$ cat config.mk
export PLATFORM = sky130hd
export DESIGN_NAME = program_memory_loader
export DESIGN_NICKNAME = d
export VERILOG_FILES = /design/src/rtl/program_memory_loader_pkg.sv /design/src/rtl/program_memory_loader_packer.sv /design/src/rtl/program_memory_loader.sv
export SDC_FILE = /design/constraint.sdc
export NUM_CORES = 1
export LEC_CHECK = 0
export ABC_AREA = 1
export BUFFER_PORTS_ARGS = -buffer_cell sky130_fd_sc_hd__buf_2
export CAP_MARGIN = 20
export CORE_MARGIN = 2
export CORE_UTILIZATION = 47
export DETAILED_ROUTE_END_ITERATION = 16
export GPL_TIMING_DRIVEN = 0
export PLACE_DENSITY = 0.77
export SLEW_MARGIN = 20
export SYNTH_ARGS = -nofsm -noshare
export SYNTH_HDL_FRONTEND = slang
export SYNTH_SLANG_ARGS = --single-unit
$ cat constraint.sdc
create_clock -name clk -period 2.2 [get_ports clk]
set_input_delay 0.44 -clock clk [delete_from_list [all_inputs] [get_ports clk]]
set_output_delay 0.44 -clock clk [all_outputs]
set_load 0.02 [all_outputs]
$ cat src/rtl/program_memory_loader_pkg.sv
// Shared constants for the program memory loader and the program memory's
// byte-address to word-index conversion.
package program_memory_loader_pkg;

  typedef enum logic [1:0] {
    ST_IDLE    = 2'd0,
    ST_RECEIVE = 2'd1,
    ST_WRITE   = 2'd2,
    ST_DONE    = 2'd3
  } state_t;

  localparam int BYTE_WIDTH = 8;
  localparam int WORD_SHIFT = 2;

endpackage

$ cat src/rtl/program_memory_loader_packer.sv
// Big-endian byte packer: shifts bytes in MSB-first and flags the byte that
// completes a word, presenting the complete word combinationally on that cycle.
module program_memory_loader_packer
  import program_memory_loader_pkg::*;
#(
  parameter int DATA_WIDTH = 32
) (
  input  logic                  clk,
  input  logic                  reset,
  input  logic                  i_clear,
  input  logic                  i_byte_valid,
  input  logic [BYTE_WIDTH-1:0] i_byte,
  output logic [DATA_WIDTH-1:0] o_word,
  output logic                  o_word_ready
);

  localparam int BYTES_PER_WORD = DATA_WIDTH / BYTE_WIDTH;
  localparam int CNT_W          = $clog2(BYTES_PER_WORD + 1);

  logic [DATA_WIDTH-1:0] r_shift;
  logic [CNT_W-1:0]      r_cnt;

  // Earlier bytes migrate toward the MSBs, so byte 0 ends up in the top lane.
  assign o_word       = DATA_WIDTH'({r_shift, i_byte});
  assign o_word_ready = i_byte_valid && (r_cnt == CNT_W'(BYTES_PER_WORD - 1));

  always_ff @(posedge clk) begin
    if (reset || i_clear) begin
      r_cnt <= '0;
    end else if (i_byte_valid) begin
      r_cnt <= o_word_ready ? '0 : r_cnt + CNT_W'(1);
    end
  end

  // Stale contents are fully shifted out by the next word's bytes.
  always_ff @(posedge clk) begin
    if (i_byte_valid) begin
      r_shift <= o_word;
    end
  end

endmodule

$ cat src/rtl/program_memory_loader.sv
// Loads a byte stream into program memory as big-endian instructions while
// holding the CPU, then reports Done (or Error for an oversized request).
module program_memory_loader
  import program_memory_loader_pkg::*;
#(
  parameter int MEMORY_DEPTH = 1024,
  parameter int DATA_WIDTH   = 32,
  parameter int BASE_ADDRESS = 0
) (
  input  logic                            clk,
  input  logic                            reset,
  input  logic                            Start,
  input  logic [$clog2(MEMORY_DEPTH):0]   WordCount,
  input  logic [BYTE_WIDTH-1:0]           ByteIn,
  input  logic                            ByteValid,
  output logic                            ByteReady,
  output logic                            MemWriteEnable,
  output logic [DATA_WIDTH-1:0]           MemWriteAddress,
  output logic [DATA_WIDTH-1:0]           MemWriteData,
  output logic                            CpuHold,
  output logic                            Done,
  output logic                            Error
);

  localparam int ADDR_WIDTH = $clog2(MEMORY_DEPTH);
  localparam int CW         = ADDR_WIDTH + 1;

  state_t                r_state, w_state_next;
  logic [CW-1:0]         r_count, r_word_idx;
  logic [DATA_WIDTH-1:0] r_addr, r_data;
  logic                  r_error;
  logic                  w_start_ok, w_start_zero, w_start_bad;
  logic                  w_xfer, w_word_ready, w_last_word;
  logic [DATA_WIDTH-1:0] w_word;

  assign ByteReady       = (r_state == ST_RECEIVE);
  assign MemWriteEnable  = (r_state == ST_WRITE);
  assign CpuHold         = (r_state == ST_RECEIVE) || (r_state == ST_WRITE);
  assign Done            = (r_state == ST_DONE);
  assign Error           = r_error;
  assign MemWriteAddress = r_addr;
  assign MemWriteData    = r_data;
  assign w_xfer          = ByteValid && ByteReady;
  assign w_last_word     = ((r_word_idx + CW'(1)) == r_count);

  program_memory_loader_packer #(
    .DATA_WIDTH (DATA_WIDTH)
  ) u_packer (
    .clk          (clk),
    .reset        (reset),
    .i_clear      (w_start_ok),
    .i_byte_valid (w_xfer),
    .i_byte       (ByteIn),
    .o_word       (w_word),
    .o_word_ready (w_word_ready)
  );

  always_ff @(posedge clk) begin
    if (reset) r_state <= ST_IDLE;
    else       r_state <= w_state_next;
  end

  always_comb begin
    w_state_next = r_state;
    w_start_ok   = 1'b0;
    w_start_zero = 1'b0;
    w_start_bad  = 1'b0;
    case (r_state)
      ST_IDLE, ST_DONE: begin
        if (Start) begin
          if (WordCount > CW'(MEMORY_DEPTH)) begin
            w_start_bad  = 1'b1;
            w_state_next = ST_IDLE;
          end else if (WordCount == '0) begin
            w_start_zero = 1'b1;
            w_state_next = ST_DONE;
          end else begin
            w_start_ok   = 1'b1;
            w_state_next = ST_RECEIVE;
          end
        end
      end
      ST_RECEIVE: if (w_word_ready) w_state_next = ST_WRITE;
      ST_WRITE:   w_state_next = w_last_word ? ST_DONE : ST_RECEIVE;
      default:    w_state_next = ST_IDLE;
    endcase
  end

  // Address and data are registered on the completing byte so the write
  // strobe sees stable values for its whole cycle.
  always_ff @(posedge clk) begin
    if (reset) begin
      r_count    <= '0;
      r_word_idx <= '0;
      r_error    <= 1'b0;
      r_addr     <= DATA_WIDTH'(BASE_ADDRESS);
      r_data     <= '0;
    end else begin
      if (w_start_bad) r_error <= 1'b1;
      if (w_start_ok || w_start_zero) begin
        r_error    <= 1'b0;
        r_count    <= WordCount;
        r_word_idx <= '0;
      end
      if ((r_state == ST_RECEIVE) && w_word_ready) begin
        r_data <= w_word;
        r_addr <= DATA_WIDTH'(BASE_ADDRESS) + (DATA_WIDTH'(r_word_idx) << WORD_SHIFT);
      end
      if (r_state == ST_WRITE) r_word_idx <= r_word_idx + CW'(1);
    end
  end

endmodule

==> impl_metrics.yaml, run 1 <==
die:
  std_cell_rows: 33
  dieArea_sq_um: 9110
  initial_core_util: 0.481
  io_pins: 92
  die_x_um: 95.4
  core_area_sq_um: 8180
  dieHeight_um: 95.4
hold_path:
  hold_class: "in -> reg"
  hold_depth: 1
  hold-path-endpoint: "u_packer.r_shift[4]$_DFFE_PP_"
  hold_start: "ByteIn[4]"
synth:
  postSynthAreaPerCell_sq_um: 8.34
  synth.distinct_cells: 28
  syn_inst: 471
  ys_top_cells_by_area: "dfxtp_1 (36%), edfxtp_1 (18%), nor2_1 (8.6%)"
  yosys_register_bits: 95
  synth_largest_area_cell: "dfxtp_1"
  synth-seq-area-share: 0.545
  synth.yosys.warnings: 0
  syn_area_sq_um: 3930
  synth_top_area_frac: 0.362
drt:
  dr_total_vias: 3447
  post-route-drc-count: 0
  routed_wl_mm: 8.95
  ant_nets: 0
  firstDrtPassIters: 5
  drt_iter0_drc: 216
  routedWlPerCell_um: 13.1
  via_per_inst: 5.05
setup_path:
  path_buf_inv: 2
  r2r_start: "r_state[1]$_SDFFE_PP0P_"
  cp_common_cell: "nand2_1"
  slowest_delay_ps: 440
  crit_required_ps: 2490
  r2r_slack_ps: 150
  cp_slowest_cell: "nor2_2"
  crit_chain: "inv_1 > ha_1 > nand2_1 > nor2_2 > inv_2 > nand2_1 > o21ai_1 > a221oi_1"
  path_max_fanout: 9
  critPathKind: "reg -> reg"
  critPathCaptureType: "register"
  startpoint_type: "register"
  startpoint: "r_state[1]$_SDFFE_PP0P_"
  arrival_ps: 2340
  crit_family: "simple AND/OR/NAND/NOR gates"
  rr_endpoint: "r_state[0]$_SDFFE_PP0P_"
  rr_worst_depth: 8
  crit_cells: 8
power:
  combPwrFrac: 0.180
  switching_share: 0.319
  p_sw_mw: 1.24
  p_clk_frac: 0.293
  vdd_drop_max_mv: 0.570
  power.leakage_nw: 2.10
  power.internal_mw: 2.65
  p_seq_frac: 0.527
  powerDensity_nw_per_um2: 831
timing:
  tns_ps: 0
  fin_crit_sh: 0.934
  slew_headroom: 0.617
  fmax_mhz: 487
  finalClockSkew_ps: 10.4
  slew_violations: 0
  setup_viol: 0
  holdWs_ps: 249
  worst_slack_ps: 145
  worst_slew_pin_slew_ps: 575
  hold_viol: 0
  rsz0062_at_grt: "true"
  layout_min_cycle_time_ps: 2050
final_layout:
  drive_gt1_frac: 0.206
  n_antenna_cell: 0
  final_common_cell: "nor2_1"
  fillers: 786
  layout.cells.most_common_list: "nor2_1 (90), dfxtp_1 (71), buf_2 (70)"
  syn_to_final_growth_pct: 19.4
  final-seq-area_sq_um: 2140
  nNetsFinal: 601
  multiInputGateArea_sq_um: 1490
  final_cells: 682
grt:
  grt_pass1_vias: 3082
  grt_max_degree: 28
  antenna_found_initial: 0
  track_usage: 0.209
  overflow: 0
  grt_pass1_wl_mm: 14.7
place:
  dp_cells: 666
  dp_hpwl_mm: 6.61
  place_ws_ps: 175
  numPortBuffers: 70
  gp_congestion: 0.891
clock_tree:
  cts_hold_buf: 0
  clk_pin_slew_worst_paths_ps: 100
  clk_path_buf_depth: 2
  clk_latency_ps: 380
  htree_levels: 3
  cts_root_buf: "clkbuf_8"
  cts_tree: "yes"
  cts_buffers: 9
  clkSinkCount: 95
  cts_setup_buffers: 0
  cts_resized: 0
outcome:
  status: "complete, no violations"
run:
  maxCapViolCount: 0
==> per-stage QoR <==
stage / power [mW] / area (sq um) / util
2_1_floorplan: 2.58 / 4000 / -
3_3_place_gp: 2.76 / 4490 / 0.549
3_5_place_dp: 2.78 / 4490 / 0.549
4_1_cts: 3.90 / 4690 / 0.573
5_1_grt: 4.08 / 4690 / 0.574
6_report: 3.90 / 4690 / 0.574
==> kinds of logic after synthesis <==
kind of cell | count (synthesis) | share of synthesized area
other | 1 | 0.000954
AOI/OAI and AO/OA | 99 | 0.133
DFF | 95 | 0.545
and+or+nand+nor | 198 | 0.208
adders and majority gates | 6 | 0.0191
buffers and inverters | 72 | 0.0936
==> synthesized netlist by cell type <==
master,n
inv_1,31
buf_4,21
nand2_1,65
buf_8,1
edfxtp_1,24
nand3_1,33
ha_1,6
or2_1,1
a221oi_1,1
nor2_2,2
o21ai_0,58
nor3_1,2
inv_2,2
nor2_1,90
o21ai_1,1
nand4_2,1
nand4_1,2
nor3_2,1
buf_6,1
a211oi_1,2
clkbuf_1,16
a21oi_2,1
a21oi_1,34
nand3b_1,1
o21bai_1,1
a21oi_4,1
conb_1,1
dfxtp_1,71
==> flip-flops by register name, summed over array words and instances, names as in the netlist <==
| name | flops |
|---|---|
| u_packer.r_cnt | 3 |
| MemWriteData | 32 |
| r_count | 11 |
| r_state | 2 |
| Error | 1 |
| r_word_idx | 11 |
| u_packer.r_shift | 24 |
| MemWriteAddress | 11 |
==> layout make-up <==
type | instances | area share
clock inverters | 7 | 0.0163
multi-input cells | 324 | 0.318
well taps | 105 | 0.0280
plain buffers | 39 | 0.0523
clock buffers | 9 | 0.0264
flip-flops and latches | 95 | 0.457
repair buffers | 70 | 0.0747
inverters | 33 | 0.0272
==> worst max path at each step <==
stage	endpoint
2_1_floorplan	u_packer.r_cnt[2]$_SDFFE_PP0P_
3_3_place_gp	u_packer.r_cnt[2]$_SDFFE_PP0P_
5_1_grt	r_state[0]$_SDFFE_PP0P_
4_1_cts	u_packer.r_cnt[2]$_SDFFE_PP0P_
3_5_place_dp	r_word_idx[9]$_SDFFE_PP0P_
6_report	r_state[0]$_SDFFE_PP0P_
==> worst reg2reg max path, delay by kind of cell (launching register included) <==
family | cells | cell delay (ps)
AO/OA/AOI/OAI | 2 | 440
flip-flops | 1 | 360
buffers and inverters | 2 | 240
adder cells (fa/ha/maj) | 1 | 200
AND/OR/NAND/NOR | 3 | 730
==> per-layer routing <==
metal  part of all wire  track usage
met2               0.47        0.334
met3              0.057       0.0356
met4              0.024       0.0845
met1               0.45        0.283
met5                  0            0
==> power groups by stage <==
| stage | clock network [mW] | logic, mW | registers (mW) |
|---|---|---|---|
| after global placement | 0 | 0.678 | 2.09 |
| after detailed placement | 0 | 0.689 | 2.09 |
| after global routing | 1.23 | 0.774 | 2.07 |
| final | 1.14 | 0.701 | 2.05 |
| after CTS | 1.16 | 0.691 | 2.05 |
| after floorplan | 0 | 0.508 | 2.07 |
No activity file was read; power rests on OpenSTA's default activity.
==> run 2: changes to the inputs <==
clock period = 2.6 ns   (was 2.2 ns; I/O delays follow)
==> run 2 against run 1 <==
  * Register-to-register slack gained 400 ps
  * Count of clock-buffer cells in the layout is the same
  * Sequential cell count is the same
  * Clock power shrank 15%
  * Clock skew is essentially flat
  * Critical endpoint is now MemWriteAddress[8]$_SDFFE_PP0P_
  * Critical path type unchanged
  * Highest routed layer unchanged
==> impl_metrics.yaml, run 2 (same netlist as run 1, synthesis figures left out) <==
clock_tree:
  clk_path_buf_depth: 2
  clk_latency_ps: 380
  cts_buffers: 9
  cts_setup_buffers: 0
  cts_tree: "yes"
  cts_root_buf: "clkbuf_8"
  htree_levels: 3
  cts_hold_buf: 0
  clk_pin_slew_worst_paths_ps: 100
  cts_resized: 0
  clkSinkCount: 95
final_layout:
  final_common_cell: "nor2_1"
  layout.cells.most_common_list: "nor2_1 (90), dfxtp_1 (71), buf_2 (70)"
  syn_to_final_growth_pct: 19.3
  n_antenna_cell: 0
  utilization: 0.573
  multiInputGateArea_sq_um: 1490
  nNetsFinal: 601
  final-seq-area_sq_um: 2140
  fin_area_sq_um: 4690
  fillers: 783
  largest_reg_flops: 32
  drive_gt1_frac: 0.203
  final_cells: 682
grt:
  grt.busiest_layer: "met2"
  antenna_found_initial: 0
  grt_max_degree: 28
  grt_pass1_wl_mm: 14.7
  use_met3: 0.0356
  track_usage: 0.209
  overflow: 0
  use_met2: 0.334
  grt_pass1_vias: 3082
  use_met1: 0.283
setup_path:
  cp_slowest_cell: "clkbuf_1"
  crit_required_ps: 2900
  crit_family: "simple AND/OR/NAND/NOR gates"
  r2r_slack_ps: 540
  startpoint_type: "register"
  slowest_delay_ps: 470
  critPathCaptureType: "register"
  arrival_ps: 2360
  critPathKind: "reg -> reg"
  path_max_fanout: 10
  crit_chain: "inv_1 > ha_1 > nand2_1 > nor2_2 > clkbuf_1 > o21ai_0 > a21oi_1"
  path_buf_inv: 2
die:
  core_area_sq_um: 8180
  die_x_um: 95.4
  initial_core_util: 0.481
  dieHeight_um: 95.4
  std_cell_rows: 33
  dieArea_sq_um: 9110
  io_pins: 92
timing:
  layout_min_cycle_time_ps: 2060
  slew_headroom: 0.333
  hold_viol: 0
  rsz0062_at_grt: "false"
  slew_violations: 0
  finalClockSkew_ps: 10.3
  setup_viol: 0
  tns_ps: 0
  fmax_mhz: 485
  worst_slew_pin_slew_ps: 1000
  fin_crit_sh: 0.792
  holdWs_ps: 328
power:
  power.leakage_nw: 2.11
  vdd_drop_max_mv: 0.481
  powerDensity_nw_per_um2: 703
run:
  maxCapViolCount: 0
place:
  dp_cells: 666
  gp_congestion: 0.891
  numPortBuffers: 70
  place_area_sq_um: 4490
  dp_hpwl_mm: 6.61
drt:
  ant_nets: 0
  post-route-drc-count: 0
  via_per_inst: 5.04
  firstDrtPassIters: 5
  dr_total_vias: 3437
  routed_wl_mm: 8.95
  routedWlPerCell_um: 13.1
  drt_iter0_drc: 209
hold_path:
  hold_class: "in -> reg"
outcome:
  status: "complete, no violations"
## run 2: cell count changes in the layout (fill, tap and decap cells not counted)
| cell | previous run | this run |
|---|---|---|
| clkbuf_1 | 15 | 16 |
| clkinvlp_4 | 3 | 2 |
| clkbuf_2 | 1 | 0 |
| inv_1 | 30 | 31 |
## run 2: path summary, 6_finish.rpt
path | from | to | cells past startpoint
max reg2reg | r_state[1]$_SDFFE_PP0P_ | MemWriteAddress[8]$_SDFFE_PP0P_ | 7
min reg2reg | u_packer.r_shift[5]$_DFFE_PP_ | u_packer.r_shift[13]$_DFFE_PP_ | 0
min | ByteIn[4] | u_packer.r_shift[4]$_DFFE_PP_ | 1
max | r_state[1]$_SDFFE_PP0P_ | MemWriteAddress[8]$_SDFFE_PP0P_ | 7
## run 2: worst register-to-register path, stage by stage, from the launching register on
cell and delay [ps]:
dfxtp_1 360, inv_1 60, ha_1 200, nand2_1 160, nor2_2 430, clkbuf_1 470
o21ai_0 140, a21oi_1 160
## run 2: stage by stage
stage	power [mW]	setup WS (ps)
final	3.29	540
after global routing	3.45	352
after CTS	3.30	546
after detailed placement	2.35	495
after global placement	2.34	527
after floorplan	2.18	769
## run 2: layout make-up
class | count | share of cell area
Multi-Input combinational cell | 324 | 0.319
Sequential cell | 95 | 0.457
Clock buffer | 9 | 0.0264
Buffer | 39 | 0.0521
Inverter | 33 | 0.0264
Timing Repair Buffer | 70 | 0.0748
Clock inverter | 7 | 0.0163
Tap cell | 105 | 0.0280
## run 2: power by group
part	internal (mW)	switching [mW]
combinational	0.194	0.393
sequential	1.67	0.0707
clock	0.382	0.587
## run 2: routing by layer
| layer | part of all wire | wire length, um |
|---|---|---|
| met1 | 0.45 | 4010 |
| met3 | 0.061 | 549 |
| met4 | 0.025 | 220 |
| met5 | 0 | 0 |
| met2 | 0.47 | 4170 |
